[config.mk]
export PLATFORM = sky130hd
export DESIGN_NAME = lc2k_decode_stage_flat
export DESIGN_NICKNAME = d
export VERILOG_FILES = /design/src/rtl/lc2k_decode_stage_if.sv /design/src/rtl/lc2k_decode_stage.sv /design/src/flat_wrapper.sv
export SDC_FILE = /design/constraint.sdc
export NUM_CORES = 1
export LEC_CHECK = 0
export BUFFER_PORTS_ARGS = -buffer_cell sky130_fd_sc_hd__buf_2
export CORE_ASPECT_RATIO = 0.6
export CORE_MARGIN = 2
export CORE_UTILIZATION = 45
export CTS_CLUSTER_DIAMETER = 50
export CTS_CLUSTER_SIZE = 16
export DETAILED_ROUTE_END_ITERATION = 8
export HOLD_SLACK_MARGIN = 0.1
export SLEW_MARGIN = 0
export SYNTH_ARGS = -nofsm -noshare
export SYNTH_HDL_FRONTEND = slang
export SYNTH_SLANG_ARGS = --single-unit
[constraint.sdc]
create_clock -name clk -period 2.65 [get_ports clk]
set_clock_uncertainty 0.05 [all_clocks]
set_input_delay 0.265 -clock clk [delete_from_list [all_inputs] [get_ports clk]]
set_output_delay 0.265 -clock clk [all_outputs]
set_load 0.05 [all_outputs]
[src/rtl/lc2k_decode_stage_if.sv]
// lc2k_decode_stage_if: IF->ID instruction handshake plus the registered ID/EX payload bundle.
interface lc2k_decode_stage_if #(parameter int PC_WIDTH = 16);
  logic inValid, inReady;
  logic [31:0] inInstr;
  logic [PC_WIDTH-1:0] inPcPlus1;
  logic outValid, outReady;
  logic [31:0] aluValA, aluValB, storeData, offset;
  logic [1:0] CONTROL_OPERATION;
  logic [2:0] destReg;
  logic regWrite, memRead, memWrite, isBranch, isJalr, isHalt;
  logic [PC_WIDTH-1:0] outPcPlus1;
  modport master (
    output inValid, inInstr, inPcPlus1, outReady,
    input  inReady, outValid, aluValA, aluValB, CONTROL_OPERATION, storeData, destReg,
           regWrite, memRead, memWrite, isBranch, isJalr, isHalt, outPcPlus1, offset
  );
  modport slave (
    input  inValid, inInstr, inPcPlus1, outReady,
    output inReady, outValid, aluValA, aluValB, CONTROL_OPERATION, storeData, destReg,
           regWrite, memRead, memWrite, isBranch, isJalr, isHalt, outPcPlus1, offset
  );
endinterface

[src/rtl/lc2k_decode_stage.sv]
// lc2k_decode_stage: LC2K ID stage with register file, load-use stall and ID/EX register.
// Optional LC2K_STALL_COUNT_EN adds a stallCount port counting hazard stall cycles.
module lc2k_decode_stage #(
  parameter int PC_WIDTH = 16,
  parameter int NUM_REGS = 8
) (
  input  logic clk,
  input  logic rst_n,
  lc2k_decode_stage_if.slave io,
  input  logic flush,
  input  logic wbEnable,
  input  logic [2:0] wbReg,
  input  logic [31:0] wbData
`ifdef LC2K_STALL_COUNT_EN
  , output logic [31:0] stallCount
`endif
);
  typedef enum logic {RUN, HALTED} stateT;
  stateT state;
  logic [31:0] rf [NUM_REGS];
  logic [2:0] opc, rA, rB;
  logic [31:0] valA, valB, sext;
  logic usesA, usesB, isMem, hazard, canLoad, fire, unusedHi;
  assign opc = io.inInstr[24:22];
  assign rA = io.inInstr[21:19];
  assign rB = io.inInstr[18:16];
  assign sext = {{16{io.inInstr[15]}}, io.inInstr[15:0]};
  assign unusedHi = ^io.inInstr[31:25];
  assign isMem = opc == 3'b010 || opc == 3'b011;
  // WB bypass lets a same-cycle write reach the reader; r0 is hardwired
  assign valA = rA == 3'd0 ? 32'd0 : (wbEnable && wbReg == rA) ? wbData : rf[rA];
  assign valB = rB == 3'd0 ? 32'd0 : (wbEnable && wbReg == rB) ? wbData : rf[rB];
  assign usesA = opc <= 3'b101;
  assign usesB = opc[2:1] == 2'b00 || opc == 3'b011 || opc == 3'b100;
  assign hazard = io.inValid && io.outValid && io.memRead && io.destReg != 3'd0 &&
                  ((usesA && io.destReg == rA) || (usesB && io.destReg == rB));
  assign canLoad = !io.outValid || io.outReady;
  assign io.inReady = rst_n && state == RUN && (flush || (canLoad && !hazard));
  assign fire = io.inValid && io.inReady && !flush;
  always_ff @(posedge clk or negedge rst_n) begin
    if (!rst_n) begin
      for (int i = 0; i < NUM_REGS; i++) rf[i] <= '0;
    end else if (wbEnable && wbReg != 3'd0) begin
      rf[wbReg] <= wbData;
    end
  end
  always_ff @(posedge clk or negedge rst_n) begin
    if (!rst_n) begin
      state <= RUN;
      io.outValid <= 1'b0;
      io.aluValA <= '0;
      io.aluValB <= '0;
      io.CONTROL_OPERATION <= '0;
      io.storeData <= '0;
      io.destReg <= '0;
      io.regWrite <= 1'b0;
      io.memRead <= 1'b0;
      io.memWrite <= 1'b0;
      io.isBranch <= 1'b0;
      io.isJalr <= 1'b0;
      io.isHalt <= 1'b0;
      io.outPcPlus1 <= '0;
      io.offset <= '0;
    end else begin
      if (flush) io.outValid <= 1'b0;
      else if (canLoad) io.outValid <= fire;
      if (fire) begin
        if (opc == 3'b110) state <= HALTED;
        io.aluValA <= opc[2:1] == 2'b11 ? 32'd0 : valA;
        io.aluValB <= isMem ? sext : (opc == 3'b101 || opc[2:1] == 2'b11) ? 32'd0 : valB;
        io.CONTROL_OPERATION <= opc == 3'b001 ? 2'b01 : opc == 3'b100 ? 2'b10 : 2'b00;
        io.storeData <= opc == 3'b011 ? valB : 32'd0;
        io.destReg <= opc[2:1] == 2'b00 ? io.inInstr[2:0] : (opc == 3'b010 || opc == 3'b101) ? rB : 3'd0;
        io.regWrite <= opc[2:1] == 2'b00 || opc == 3'b010 || opc == 3'b101;
        io.memRead <= opc == 3'b010;
        io.memWrite <= opc == 3'b011;
        io.isBranch <= opc == 3'b100;
        io.isJalr <= opc == 3'b101;
        io.isHalt <= opc == 3'b110;
        io.outPcPlus1 <= PC_WIDTH'(io.inPcPlus1);
        io.offset <= sext;
      end
    end
  end
`ifdef LC2K_STALL_COUNT_EN
  always_ff @(posedge clk or negedge rst_n) begin
    if (!rst_n) stallCount <= '0;
    else if (hazard && state == RUN && !flush) stallCount <= stallCount + 32'd1;
  end
`endif
endmodule

[src/flat_wrapper.sv]
// flat-port wrapper written by rule: the top's interface ports become plain ports
module lc2k_decode_stage_flat 
#(
  parameter int PC_WIDTH = 16,
  parameter int NUM_REGS = 8
)
  (clk, rst_n, flush, wbEnable, wbReg, wbData, io_inValid, io_inInstr, io_inPcPlus1, io_outReady, io_inReady, io_outValid, io_aluValA, io_aluValB, io_CONTROL_OPERATION, io_storeData, io_destReg, io_regWrite, io_memRead, io_memWrite, io_isBranch, io_isJalr, io_isHalt, io_outPcPlus1, io_offset);
  lc2k_decode_stage_if #(.PC_WIDTH(PC_WIDTH)) io_i ();
  input  logic clk;
  input  logic rst_n;
  input  logic flush;
  input  logic wbEnable;
  input  logic [2:0] wbReg;
  input  logic [31:0] wbData;
  input wire logic [$bits(io_i.inValid)-1:0] io_inValid;
  input wire logic [$bits(io_i.inInstr)-1:0] io_inInstr;
  input wire logic [$bits(io_i.inPcPlus1)-1:0] io_inPcPlus1;
  input wire logic [$bits(io_i.outReady)-1:0] io_outReady;
  output wire logic [$bits(io_i.inReady)-1:0] io_inReady;
  output wire logic [$bits(io_i.outValid)-1:0] io_outValid;
  output wire logic [$bits(io_i.aluValA)-1:0] io_aluValA;
  output wire logic [$bits(io_i.aluValB)-1:0] io_aluValB;
  output wire logic [$bits(io_i.CONTROL_OPERATION)-1:0] io_CONTROL_OPERATION;
  output wire logic [$bits(io_i.storeData)-1:0] io_storeData;
  output wire logic [$bits(io_i.destReg)-1:0] io_destReg;
  output wire logic [$bits(io_i.regWrite)-1:0] io_regWrite;
  output wire logic [$bits(io_i.memRead)-1:0] io_memRead;
  output wire logic [$bits(io_i.memWrite)-1:0] io_memWrite;
  output wire logic [$bits(io_i.isBranch)-1:0] io_isBranch;
  output wire logic [$bits(io_i.isJalr)-1:0] io_isJalr;
  output wire logic [$bits(io_i.isHalt)-1:0] io_isHalt;
  output wire logic [$bits(io_i.outPcPlus1)-1:0] io_outPcPlus1;
  output wire logic [$bits(io_i.offset)-1:0] io_offset;
  assign io_i.inValid = io_inValid;
  assign io_i.inInstr = io_inInstr;
  assign io_i.inPcPlus1 = io_inPcPlus1;
  assign io_i.outReady = io_outReady;
  assign io_inReady = io_i.inReady;
  assign io_outValid = io_i.outValid;
  assign io_aluValA = io_i.aluValA;
  assign io_aluValB = io_i.aluValB;
  assign io_CONTROL_OPERATION = io_i.CONTROL_OPERATION;
  assign io_storeData = io_i.storeData;
  assign io_destReg = io_i.destReg;
  assign io_regWrite = io_i.regWrite;
  assign io_memRead = io_i.memRead;
  assign io_memWrite = io_i.memWrite;
  assign io_isBranch = io_i.isBranch;
  assign io_isJalr = io_i.isJalr;
  assign io_isHalt = io_i.isHalt;
  assign io_outPcPlus1 = io_i.outPcPlus1;
  assign io_offset = io_i.offset;
  lc2k_decode_stage #(.PC_WIDTH(PC_WIDTH), .NUM_REGS(NUM_REGS)) u_core (.clk(clk), .rst_n(rst_n), .io(io_i), .flush(flush), .wbEnable(wbEnable), .wbReg(wbReg), .wbData(wbData));
endmodule
==> results.sh <==
export IMPL_first_pass_iters=8
export IMPL_antenna_cells=0
export IMPL_setup_violations=0
export IMPL_worst_slew_pin_slew_ps=1022
export IMPL_cts_root_buf="clkbuf_16"
export IMPL_status="finished clean"
export IMPL_initial_utilization_pct=45.64
export IMPL_clock_sinks=365
export IMPL_period_share_pct=93.75
export IMPL_antenna_found_initial=1
export IMPL_dieArea_um2=42700
export IMPL_grtUsageTotal_pct=27.87
export IMPL_fp_dieW_um=265.4
export IMPL_wl_mm=60.01
export IMPL_tritoncts="yes"
export IMPL_wl_per_cell_um=26.39
export IMPL_nets=1811
export IMPL_routabilityCongestion=0.8482
export IMPL_p_per_area_nw_per_um2=926.1
export IMPL_period_needed_ps=2484
export IMPL_slew_violations=0
export IMPL_cp_end_kind="flop"
export IMPL_grt_pass1_vias=13960
export IMPL_syn2layout_area_growth_pct=19.60
export IMPL_critPathLaunchType="flop"
export IMPL_whs_ps=152.6
export IMPL_p_leak_uw=0.009980
export IMPL_cp_data_required_time_ps=3010
export IMPL_drive_above_1_share_pct=43.83
export IMPL_fin_tns_setup_ps=0
export IMPL_crit_slowest_cell="dlygate4sd3_1"
export IMPL_overflow=0
export IMPL_postSynthAreaPerCell_um2=12.51
export IMPL_grt_pass1_wl_mm=90.15
export IMPL_rows=57
export IMPL_yosysUniqueCellTypes=51
export IMPL_yosys_warnings=0
export IMPL_path_clk_slew_ps=70
export IMPL_core_um2=40440
export IMPL_remaining_drc_errors=0
export IMPL_yosysSeqAreaShare_pct=49.49
export IMPL_port_buffer_count=238
export IMPL_path_class="flop to flop"
export IMPL_slew_limit_headroom_pct=31.84
export IMPL_clk_latency_ps=530
export IMPL_synth_area_um2=18450
export IMPL_rsz0062_at_grt="no"
export IMPL_synth_edff_count=0
export IMPL_crit_arrival_ps=2850
export IMPL_cts_setup_buffers=0
export IMPL_clockBufferDepth=3
export IMPL_ys_flop_type="dfrtp_1"
export IMPL_slowest_delay_ps=550
export IMPL_ctsResizeCount=0
export IMPL_path_cells="xnor2_1 -> nand4_1 -> a211o_1 -> and3_4 -> buf_4 -> o21bai_1 -> dlygate4sd3_1"
export IMPL_final_hold_violation_count=0
export IMPL_fp_dieH_um=160.9
export IMPL_first_iter_violations=1491
export IMPL_hpwlAfterDp_mm=38.95
export IMPL_viasPerCell=6.172
export IMPL_vias=14040
export IMPL_fillers=3398
export IMPL_fmax_ghz=0.4025
export IMPL_synth_nets=1564
export IMPL_synth_cells=1475
export IMPL_ir_worst_vdd_mv=0.5498
export IMPL_grt_max_degree=165
export IMPL_numCtsBuffers=34
export IMPL_final_antenna_net_count=0
export IMPL_cts_max_level=2
export IMPL_hp_class="input port to flop"
export IMPL_ios=246
export IMPL_max_cap_viol_count=0
export IMPL_cp_max_fo=16
export IMPL_ys_ff_latch=365
export IMPL_postSynth_asyncResetShare_pct=100.0
==> metal layers <==
| metal | global-route usage (%) | routed length (µm) |
|---|---|---|
| met5 | 0 | 0 |
| met4 | 6.857 | 967 |
| met3 | 6.746 | 5859 |
| met2 | 39.77 | 25230 |
| met1 | 42.33 | 27940 |
==> critical path: cells and delay by family, from the launching register on <==
kind / cells / cell delay [ps]
AO/OA/AOI/OAI: 2 / 480
XOR/XNOR: 1 / 170
buffers and inverters: 2 / 800
flip-flops: 1 / 470
AND/OR/NAND/NOR: 2 / 390
==> cells by family (layout without fill, tap and decap cells) <==
group	count (synthesis)	count (layout)	share of synthesized area (%)
muxes	427	427	27.34
DFF	365	365	49.49
AOI/OAI and AO/OA	345	345	14.04
buffers and inverters	194	462	4.990
and+or+nand+nor	132	132	3.560
xor gates and xnor gates	12	12	0.5695
==> worst paths after layout <==
path	endpoint	slack (ps)	startpoint	cells after the start
max in group asynchronous	u_core.io.storeData[24]$_DFFE_PN0P_	1280	rst_n	3
min in group asynchronous	u_core.io.aluValA[3]$_DFFE_PN0P_	430	rst_n	3
min reg2reg	u_core.state$_DFFE_PN0P_	440	u_core.state$_DFFE_PN0P_	1
max	u_core.io.outValid$_DFFE_PN0P_	170	u_core.io.destReg[1]$_DFFE_PN0P_	7
max reg2reg	u_core.io.outValid$_DFFE_PN0P_	170	u_core.io.destReg[1]$_DFFE_PN0P_	7
min	u_core.rf[63]$_DFFE_PN0P_	150	wbData[31]	2
==> synthesized netlist by cell type, types with 12 or more instances <==
library cell / instances / area share, %
mux2_4: 83 / 6.8
o22a_1: 32 / 1.5
mux2_2: 285 / 17
o21bai_1: 32 / 1.3
o22ai_1: 113 / 3.8
mux2i_1: 59 / 3.2
a221o_1: 17 / 0.92
nand2_1: 14 / 0.28
xnor2_1: 12 / 0.57
clkbuf_1: 100 / 2.0
buf_4: 17 / 0.69
a222oi_1: 15 / 0.81
a22o_1: 32 / 1.5
o21ai_0: 16 / 0.43
buf_2: 37 / 1.0
nor3_1: 26 / 0.71
a32o_1: 32 / 1.7
nor2_1: 59 / 1.2
inv_1: 20 / 0.41
a21oi_1: 34 / 0.92
dfrtp_1: 365 / 49
==> sequential cells by signal, summed over array words and instances, names as in the netlist, 2 cells and up <==
name / cells
u_core.io.offset: 16
u_core.io.aluValB: 32
u_core.io.CONTROL_OPERATION: 2
u_core.io.outPcPlus1: 16
u_core.io.destReg: 3
u_core.io.storeData: 32
u_core.rf: 224
u_core.io.aluValA: 32
==> where the power goes <==
group / leakage (µW) / switching (µW) / internal, µW
Clock: 0.000531 / 2250 / 2800
Combinational: 0.00496 / 4690 / 2680
Sequential: 0.00449 / 1020 / 7000
Total: 0.00998 / 7960 / 12500
==> per-stage QoR <==
stage	total power (µW)	cell area [µm²]	util [%]	setup WS (ps)	cells
final	20440	22070	54.58	165.7	2274
after global routing	21310	22070	54.58	41.63	2274
after CTS	20500	22070	54.58	161.6	2274
after detailed placement	15350	20390	50.43	214.7	2160
after floorplan	13440	18450	-	375.5	1475
after global placement	15220	20390	50.43	171.9	2160
==> repair_timing <==
item                                    CTS  global route
hold buffers                             57             0
endpoints found under the setup margin    0             0
hold endpoints to repair                538             0
==> cells in the final DEF (no fill, tap or decap), drive strengths merged, types with 3 or more instances in the layout <==
master,count
o22a,32
o22ai,113
o21ai,18
buf,327
a32o,32
nand4,5
mux2i,59
xnor2,12
nand2,14
nor3,26
bufinv,3
inv,22
mux2,368
a222oi,15
nand3b,3
or2,3
clkinv,8
a221o,17
a22o,32
a2bb2oi,3
o21bai,32
dfrtp,365
a21oi,34
nor2,60
nand4b,4
clkinvlp,4
nor2b,4
a221oi,11
clkbuf,41
dlygate4sd3,57
==> final cells by class <==
cell class	count	area (µm²)	share of cell area [%]
clock buffers	41	918.4	4.161
clock inverters	16	191.4	0.8673
inverters	21	78.83	0.3571
multi-input cells	916	8444	38.26
flip-flops and latches	365	9134	41.38
well taps	531	664.4	3.010
repair buffers	384	2640	11.96
Power figures use the tool's default switching activity.
